[config.mk]
export PLATFORM = sky130hd
export DESIGN_NAME = gba_sound_fifo_ctrl
export DESIGN_NICKNAME = d
export VERILOG_FILES = /design/src/rtl/gba_sound_fifo_ctrl.sv
export SDC_FILE = /design/constraint.sdc
export NUM_CORES = 1
export LEC_CHECK = 0
export CORE_AREA = 2 2 241 243
export DETAILED_ROUTE_END_ITERATION = 8
export DIE_AREA = 0 0 243 245
export HOLD_SLACK_MARGIN = 0.06
export PLACE_DENSITY = 0.63
export SLEW_MARGIN = 20
export SYNTH_ARGS = -nofsm -noshare
export SYNTH_HDL_FRONTEND = slang
export SYNTH_SLANG_ARGS = --single-unit
export TNS_END_PERCENT = 30
[constraint.sdc]
create_clock -name clk -period 4.4 [get_ports clk]
set_input_delay 0.66 -clock clk [delete_from_list [all_inputs] [get_ports clk]]
set_output_delay 0.66 -clock clk [all_outputs]
set_load 0.05 [all_outputs]
[src/rtl/gba_sound_fifo_ctrl.sv]
// Direct-sound FIFO controller for GBA channels A and B.
// Each channel buffers 32-bit words, emits one signed PCM byte per selected timer
// overflow (byte 0 first), and requests DMA refills when the FIFO runs low.
module gba_sound_fifo_ctrl #(
  parameter int unsigned DEPTH        = 8,
  parameter int unsigned REFILL_LEVEL = 4,
  parameter int unsigned BURST        = 4
) (
  input  logic        clk,
  input  logic        reset,
  input  logic        gb_on,
  input  logic        timer0_tick,
  input  logic        timer1_tick,
  input  logic        cfg_tsel_a,
  input  logic        cfg_tsel_b,
  input  logic        cfg_rst_a,
  input  logic        cfg_rst_b,
  input  logic        wr_a,
  input  logic        wr_b,
  input  logic [31:0] wr_data,
  input  logic        dma_ack_a,
  input  logic        dma_ack_b,
  output logic        dma_req_a,
  output logic        dma_req_b,
  output logic [7:0]  sample_a,
  output logic [7:0]  sample_b,
  output logic        sample_stb_a,
  output logic        sample_stb_b,
  output logic        ovf_a,
  output logic        ovf_b,
  output logic        unf_a,
  output logic        unf_b
);

  localparam int unsigned PW = $clog2(DEPTH);
  localparam int unsigned CW = PW + 1;
  localparam int unsigned XW = $clog2(BURST) + 1;

  typedef enum logic [1:0] {StIdle, StReq, StXfer} dma_state_e;

  // Channel 0 = A, channel 1 = B.
  logic [1:0] tsel, cfg_rst, wr, dma_ack;
  logic [1:0] dma_req, stb, ovf, unf;
  logic [7:0] sample [2];

  assign tsel    = {cfg_tsel_b, cfg_tsel_a};
  assign cfg_rst = {cfg_rst_b, cfg_rst_a};
  assign wr      = {wr_b, wr_a};
  assign dma_ack = {dma_ack_b, dma_ack_a};

  assign dma_req_a    = dma_req[0];
  assign dma_req_b    = dma_req[1];
  assign sample_a     = sample[0];
  assign sample_b     = sample[1];
  assign sample_stb_a = stb[0];
  assign sample_stb_b = stb[1];
  assign ovf_a        = ovf[0];
  assign ovf_b        = ovf[1];
  assign unf_a        = unf[0];
  assign unf_b        = unf[1];

  for (genvar c = 0; c < 2; c++) begin : g_ch
    logic [31:0]   mem_q [DEPTH];
    logic [PW-1:0] wr_ptr_q, rd_ptr_q;
    logic [CW-1:0] count_q;
    logic [1:0]    byte_idx_q;
    logic [7:0]    sample_q;
    logic          stb_q, ovf_q, unf_q, dma_req_q;
    logic [XW-1:0] xfer_cnt_q;
    dma_state_e    state_q;

    logic       clr, tick, not_empty, full, pop, push, low;
    logic [7:0] head_byte;

    // Per-channel strobes; a pop frees a slot so a push at full still lands.
    always_comb begin
      clr       = cfg_rst[c] | ~gb_on;
      tick      = tsel[c] ? timer1_tick : timer0_tick;
      not_empty = (count_q != '0);
      full      = (count_q == CW'(DEPTH));
      pop       = tick && not_empty && (byte_idx_q == 2'd3);
      push      = wr[c] && (!full || pop);
      low       = (count_q <= CW'(REFILL_LEVEL));
      head_byte = mem_q[rd_ptr_q][{byte_idx_q, 3'b000} +: 8];
    end

    // Word storage; contents need no reset since count gates every read.
    always_ff @(posedge clk) begin
      if (push && !clr) begin
        mem_q[wr_ptr_q] <= wr_data;
      end
    end

    // Pointers, count, sample output and sticky error flags.
    always_ff @(posedge clk or posedge reset) begin
      if (reset) begin
        wr_ptr_q   <= '0;
        rd_ptr_q   <= '0;
        count_q    <= '0;
        byte_idx_q <= '0;
        sample_q   <= '0;
        stb_q      <= 1'b0;
        ovf_q      <= 1'b0;
        unf_q      <= 1'b0;
      end else if (clr) begin
        wr_ptr_q   <= '0;
        rd_ptr_q   <= '0;
        count_q    <= '0;
        byte_idx_q <= '0;
        sample_q   <= '0;
        stb_q      <= 1'b0;
        ovf_q      <= 1'b0;
        unf_q      <= 1'b0;
      end else begin
        stb_q <= 1'b0;
        if (push) wr_ptr_q <= wr_ptr_q + 1'b1;
        if (pop)  rd_ptr_q <= rd_ptr_q + 1'b1;
        if (push && !pop) begin
          count_q <= count_q + 1'b1;
        end else if (pop && !push) begin
          count_q <= count_q - 1'b1;
        end
        if (tick) begin
          if (not_empty) begin
            sample_q   <= head_byte;
            stb_q      <= 1'b1;
            byte_idx_q <= byte_idx_q + 2'd1;
          end else begin
            unf_q <= 1'b1;
          end
        end
        if (wr[c] && full && !pop) ovf_q <= 1'b1;
      end
    end

    // DMA refill handshake: request when low, then count BURST writes after the grant.
    always_ff @(posedge clk or posedge reset) begin
      if (reset) begin
        state_q    <= StIdle;
        dma_req_q  <= 1'b0;
        xfer_cnt_q <= '0;
      end else if (clr) begin
        state_q    <= StIdle;
        dma_req_q  <= 1'b0;
        xfer_cnt_q <= '0;
      end else begin
        unique case (state_q)
          StIdle: begin
            if (gb_on && low) begin
              state_q   <= StReq;
              dma_req_q <= 1'b1;
            end
          end
          StReq: begin
            if (dma_ack[c]) begin
              state_q    <= StXfer;
              dma_req_q  <= 1'b0;
              xfer_cnt_q <= '0;
            end
          end
          StXfer: begin
            // Dropped writes still count toward the burst.
            if (wr[c]) begin
              if (xfer_cnt_q == XW'(BURST - 1)) begin
                state_q    <= StIdle;
                xfer_cnt_q <= '0;
              end else begin
                xfer_cnt_q <= xfer_cnt_q + 1'b1;
              end
            end
          end
          default: state_q <= StIdle;
        endcase
      end
    end

    assign dma_req[c] = dma_req_q;
    assign stb[c]     = stb_q;
    assign ovf[c]     = ovf_q;
    assign unf[c]     = unf_q;
    assign sample[c]  = sample_q;
  end

endmodule
==> impl_summary.md <==
Status
The flow ran to the end, and the final reports show no timing, DRC or antenna violations.

Timing
The hold violation total from the final report is 0. The aggregate negative setup slack is 0 ns. For the final database, setup skew stands at between 0.01 and 0.015 ns.

In this run the tightest slew margin relative to its limit is 0.3795. For the pin with the worst max-slew slack, the measured transition is 0.9048 ns. The max-slew violation count is 0.

The maximum operating frequency is around 320 MHz. Setup repair after global routing left no endpoint under its margin. The final period utilization is 0.7043. The worst path needs approximately 3.1 ns of the cycle, external delays included. Setup violations remaining at the end of the flow were counted as 0.

GRT
The wire length of the first global-routing pass is ~75 mm. Entering global routing, the biggest net connects between 50 and 60 pins. The via count of the first global-routing pass is between 10000 and 15000. In the global route stage, overall resource usage came out at 0.1667. The initial antenna violation count was 0.

After global routing the overflow that remains totals 0.

Pwr
The static leakage power is approximately 8.6 nW. The total power per unit cell area is around 440 nW/um2. The share of power burned in combinational logic is 0.033.

The internal portion of the total power is a little over 9 mW. The sequential cell fraction of total power is 0.518. The worst-case IR drop observed on VDD is 303.4 uV.

Summed over all nets, the switching power comes to between 2 and 2.5 mW. The clock network power share is 0.449. The net switching fraction of the power is 0.2005.

Logic synthesis
Synthesis produced a netlist with a net count of about 1300. In the synthesized netlist the dominant register cell turns out to be edfxtp_1. The post-synthesis average cell area is around 18 um2.

The number of instances in the synthesized netlist is 1236. The number of distinct library cells after synthesis is 62. For this run, asynchronously set or reset flops after synthesis account for 0.1018.

The count of yosys warnings during synthesis is 0. The summed instance area of the synthesized netlist is roughly 23000 um2. The share of the Yosys chip area taken by registers is 0.7429. The count of state elements after synthesis is 570.

The number of enable flip-flop cells after synthesis is ~500.

Place
Once detailed placement completed, the half-perimeter wirelength came to 29.53 mm. The total instance count after detailed placement is between 2000 and 2500. The final weighted congestion of routability-driven global placement is about 0.76. Port buffering added 68 buffers.

Critical path
Data on the critical path arrives at its endpoint at between 3 and 4 ns. Along the worst path, the maximum fanout reaches 32. STA classifies the critical path startpoint as a flop. The worst setup path is of the reg -> reg kind.

The kind of capture point of the worst setup path is a flop. For the worst setup path, the data required time is roughly 4.6 ns.

Routing
The routed wire length is between 40 and 50 mm. The number of vias per cell after detailed routing is 5.399. The average routed wire per standard cell is between 20 and 25 um. The final route contains ~12000 vias. The first-pass iteration count of the detailed router is 7. The first routing iteration left about 1200 violations.

In the routed design, unresolved DRC markers number 0. The antenna violation net count after detailed routing is 0.

Min path
The path class of the tightest hold or removal check is reg -> reg.

Clocking
The cell chosen for the clock root is clkbuf_16. The quantity of hold-fixing buffers added after cts is 0. In this run the post-CTS setup repair buffer count came out at 0. TritonCTS built the clock tree. At the later pin of the worst-skew pair, clock insertion delay measures between 0.6 and 0.7 ns. In this run the deepest clock path goes through 3 buffers.

The clock tree synthesis step divided the H-tree into 2 levels. The number of cells upsized or downsized after cts is 0. The clock transition at the registers of the reported paths is 0.06 ns. The number of CTS-inserted buffers is 56. Counting every sink on the clock net gives 570.

Floorplan
The die covers 59540 um2. The initial standard-cell utilization of the core is 0.3971. The die is 243 um wide.

The number of standard-cell rows in the floorplan is 88. The floorplan step defined a core boundary enclosing roughly 57000 um2. The number of I/O pins is between 60 and 70. The floorplan die height is between 200 and 250 um.

Layout
The antenna diode count is 0. The fraction of layout cells with a size suffix above 1 is 0.1991. Leaving out filler cells and counting taps, the final layout contains ~2100. The most frequent standard cell in the layout excluding fill and tap cells is edfxtp_1.

The relative area change from synthesis to final layout is 16.45%. The library cells used most frequently in the layout, excluding fill and tap cells, are edfxtp_1 (512), mux4_2 (76), clkdlybuf4s50_1 (68), clkbuf_16 (58), dfrtp_1 (52). The fraction of the core area covered by cells at the end of the flow is 0.4624. After the last flow step, the layout net total stands at ~1400.

Flow run
Max-cap violations in this run came to 0.
-- per-stage QoR --
stage | setup WS [ns] | instance area, um2 | hold WS (ns) | power, mW
floorplan | 0.1602 | 22650 | 0.4522 | 6.265
global placement | 0.7720 | 24350 | 0.4633 | 6.467
detailed placement | 0.7354 | 24350 | 0.4797 | 6.481
CTS | 1.279 | 26380 | 0.4972 | 11.64
global route | 1.156 | 26380 | 0.5195 | 11.88
finish | 1.301 | 26380 | 0.4905 | 11.54
-- sequential cells by signal (all words and copies together), names as in the netlist --
register / flops
dma_req_a: 1
dma_req_b: 1
g_ch.byte_idx_q: 4
g_ch.count_q: 8
g_ch.mem_q: 512
g_ch.rd_ptr_q: 6
g_ch.state_q: 4
g_ch.wr_ptr_q: 6
g_ch.xfer_cnt_q: 6
ovf_a: 1
ovf_b: 1
sample_a: 8
sample_b: 8
sample_stb_a: 1
sample_stb_b: 1
unf_a: 1
unf_b: 1
-- cell usage after synthesis (all sizes together) (10+ instances only) --
library cell,n,area [um2]
o21ai,11,55.05
o31ai,21,162.6
dfrtp,58,1451
inv,18,67.56
a32o,16,160.2
nor2b,10,62.56
a21o,10,75.07
a221o,12,120.1
mux2i,41,410.4
nor3,23,125.1
a211o,16,140.1
edfxtp,512,15370
nor2,46,175.2
a21oi,26,130.1
ha,12,150.1
clkbuf,19,71.32
nand2,51,193.9
mux2,45,506.7
nor3b,13,102.6
o221ai,12,105.1
o22ai,20,125.1
a22oi,17,127.6
buf,48,277.8
mux4,76,1712
nand3,24,125.1
a221oi,15,131.4
nand2b,14,87.58
-- area by class of cell --
type                            instances  area [um2]
Fill cell                            4837       30660
Clock inverter                         33       469.2
Tap cell                              765       957.2
Inverter                               18       67.56
Timing Repair Buffer                  101       965.9
Clock buffer                           73        1558
Multi-Input combinational cell        581        5517
Sequential cell                       570       16840
-- power groups by stage --
stage          registers [mW]  clock network, mW  logic [mW]
5_1_grt                  5.98               5.48       0.417
4_1_cts                  5.98               5.28       0.388
6_report                 5.98               5.18       0.381
3_3_place_gp             6.09                  0       0.377
2_1_floorplan            6.11                  0       0.155
3_5_place_dp             6.09                  0       0.387
-- metal layers --
layer,up-vias,GRT usage,share of wire
met1,5951,0.2174,0.42
li1,5212,-,-
met5,-,0,0
met3,73,0.02394,0.054
met4,0,0.06351,0.027
met2,323,0.2841,0.50
-- worst max-delay path: stages (launching register included) --
cell	delay, ns
dfrtp_1	0.89
ha_1	0.36
and2_1	0.17
o21ai_1	0.13
or3_1	0.51
nor2_4	0.14
buf_4	0.47
-- final timing paths --
path,startpoint,to,slack (ns),cells past startpoint
setup reg to reg,g_ch[1].byte_idx_q[0],g_ch[1].mem_q[5][9],1.30,6
setup / recovery,g_ch[1].byte_idx_q[0],g_ch[1].mem_q[5][9],1.30,6
hold / removal,g_ch[1].xfer_cnt_q[2],g_ch[1].xfer_cnt_q[2],0.49,1
min in group asynchronous,reset,sample_stb_b,0.50,2
hold reg to reg,g_ch[1].xfer_cnt_q[2],g_ch[1].xfer_cnt_q[2],0.49,1
max in group asynchronous,reset,g_ch[0].rd_ptr_q[0],2.99,3
-- cells by family (layout without fill, tap and decap cells) --
family	Yosys count	count (layout)	synth area share
multiplexers	162	162	0.1161
flip-flops	570	570	0.7429
adder cells (fa/ha/maj)	14	14	0.008397
AO/OA/AOI/OAI	190	190	0.06375
XOR/XNOR	13	13	0.005027
buffers and inverters	85	225	0.01840
AND/OR/NAND/NOR	202	202	0.04547
Power figures use the tool's default switching activity.
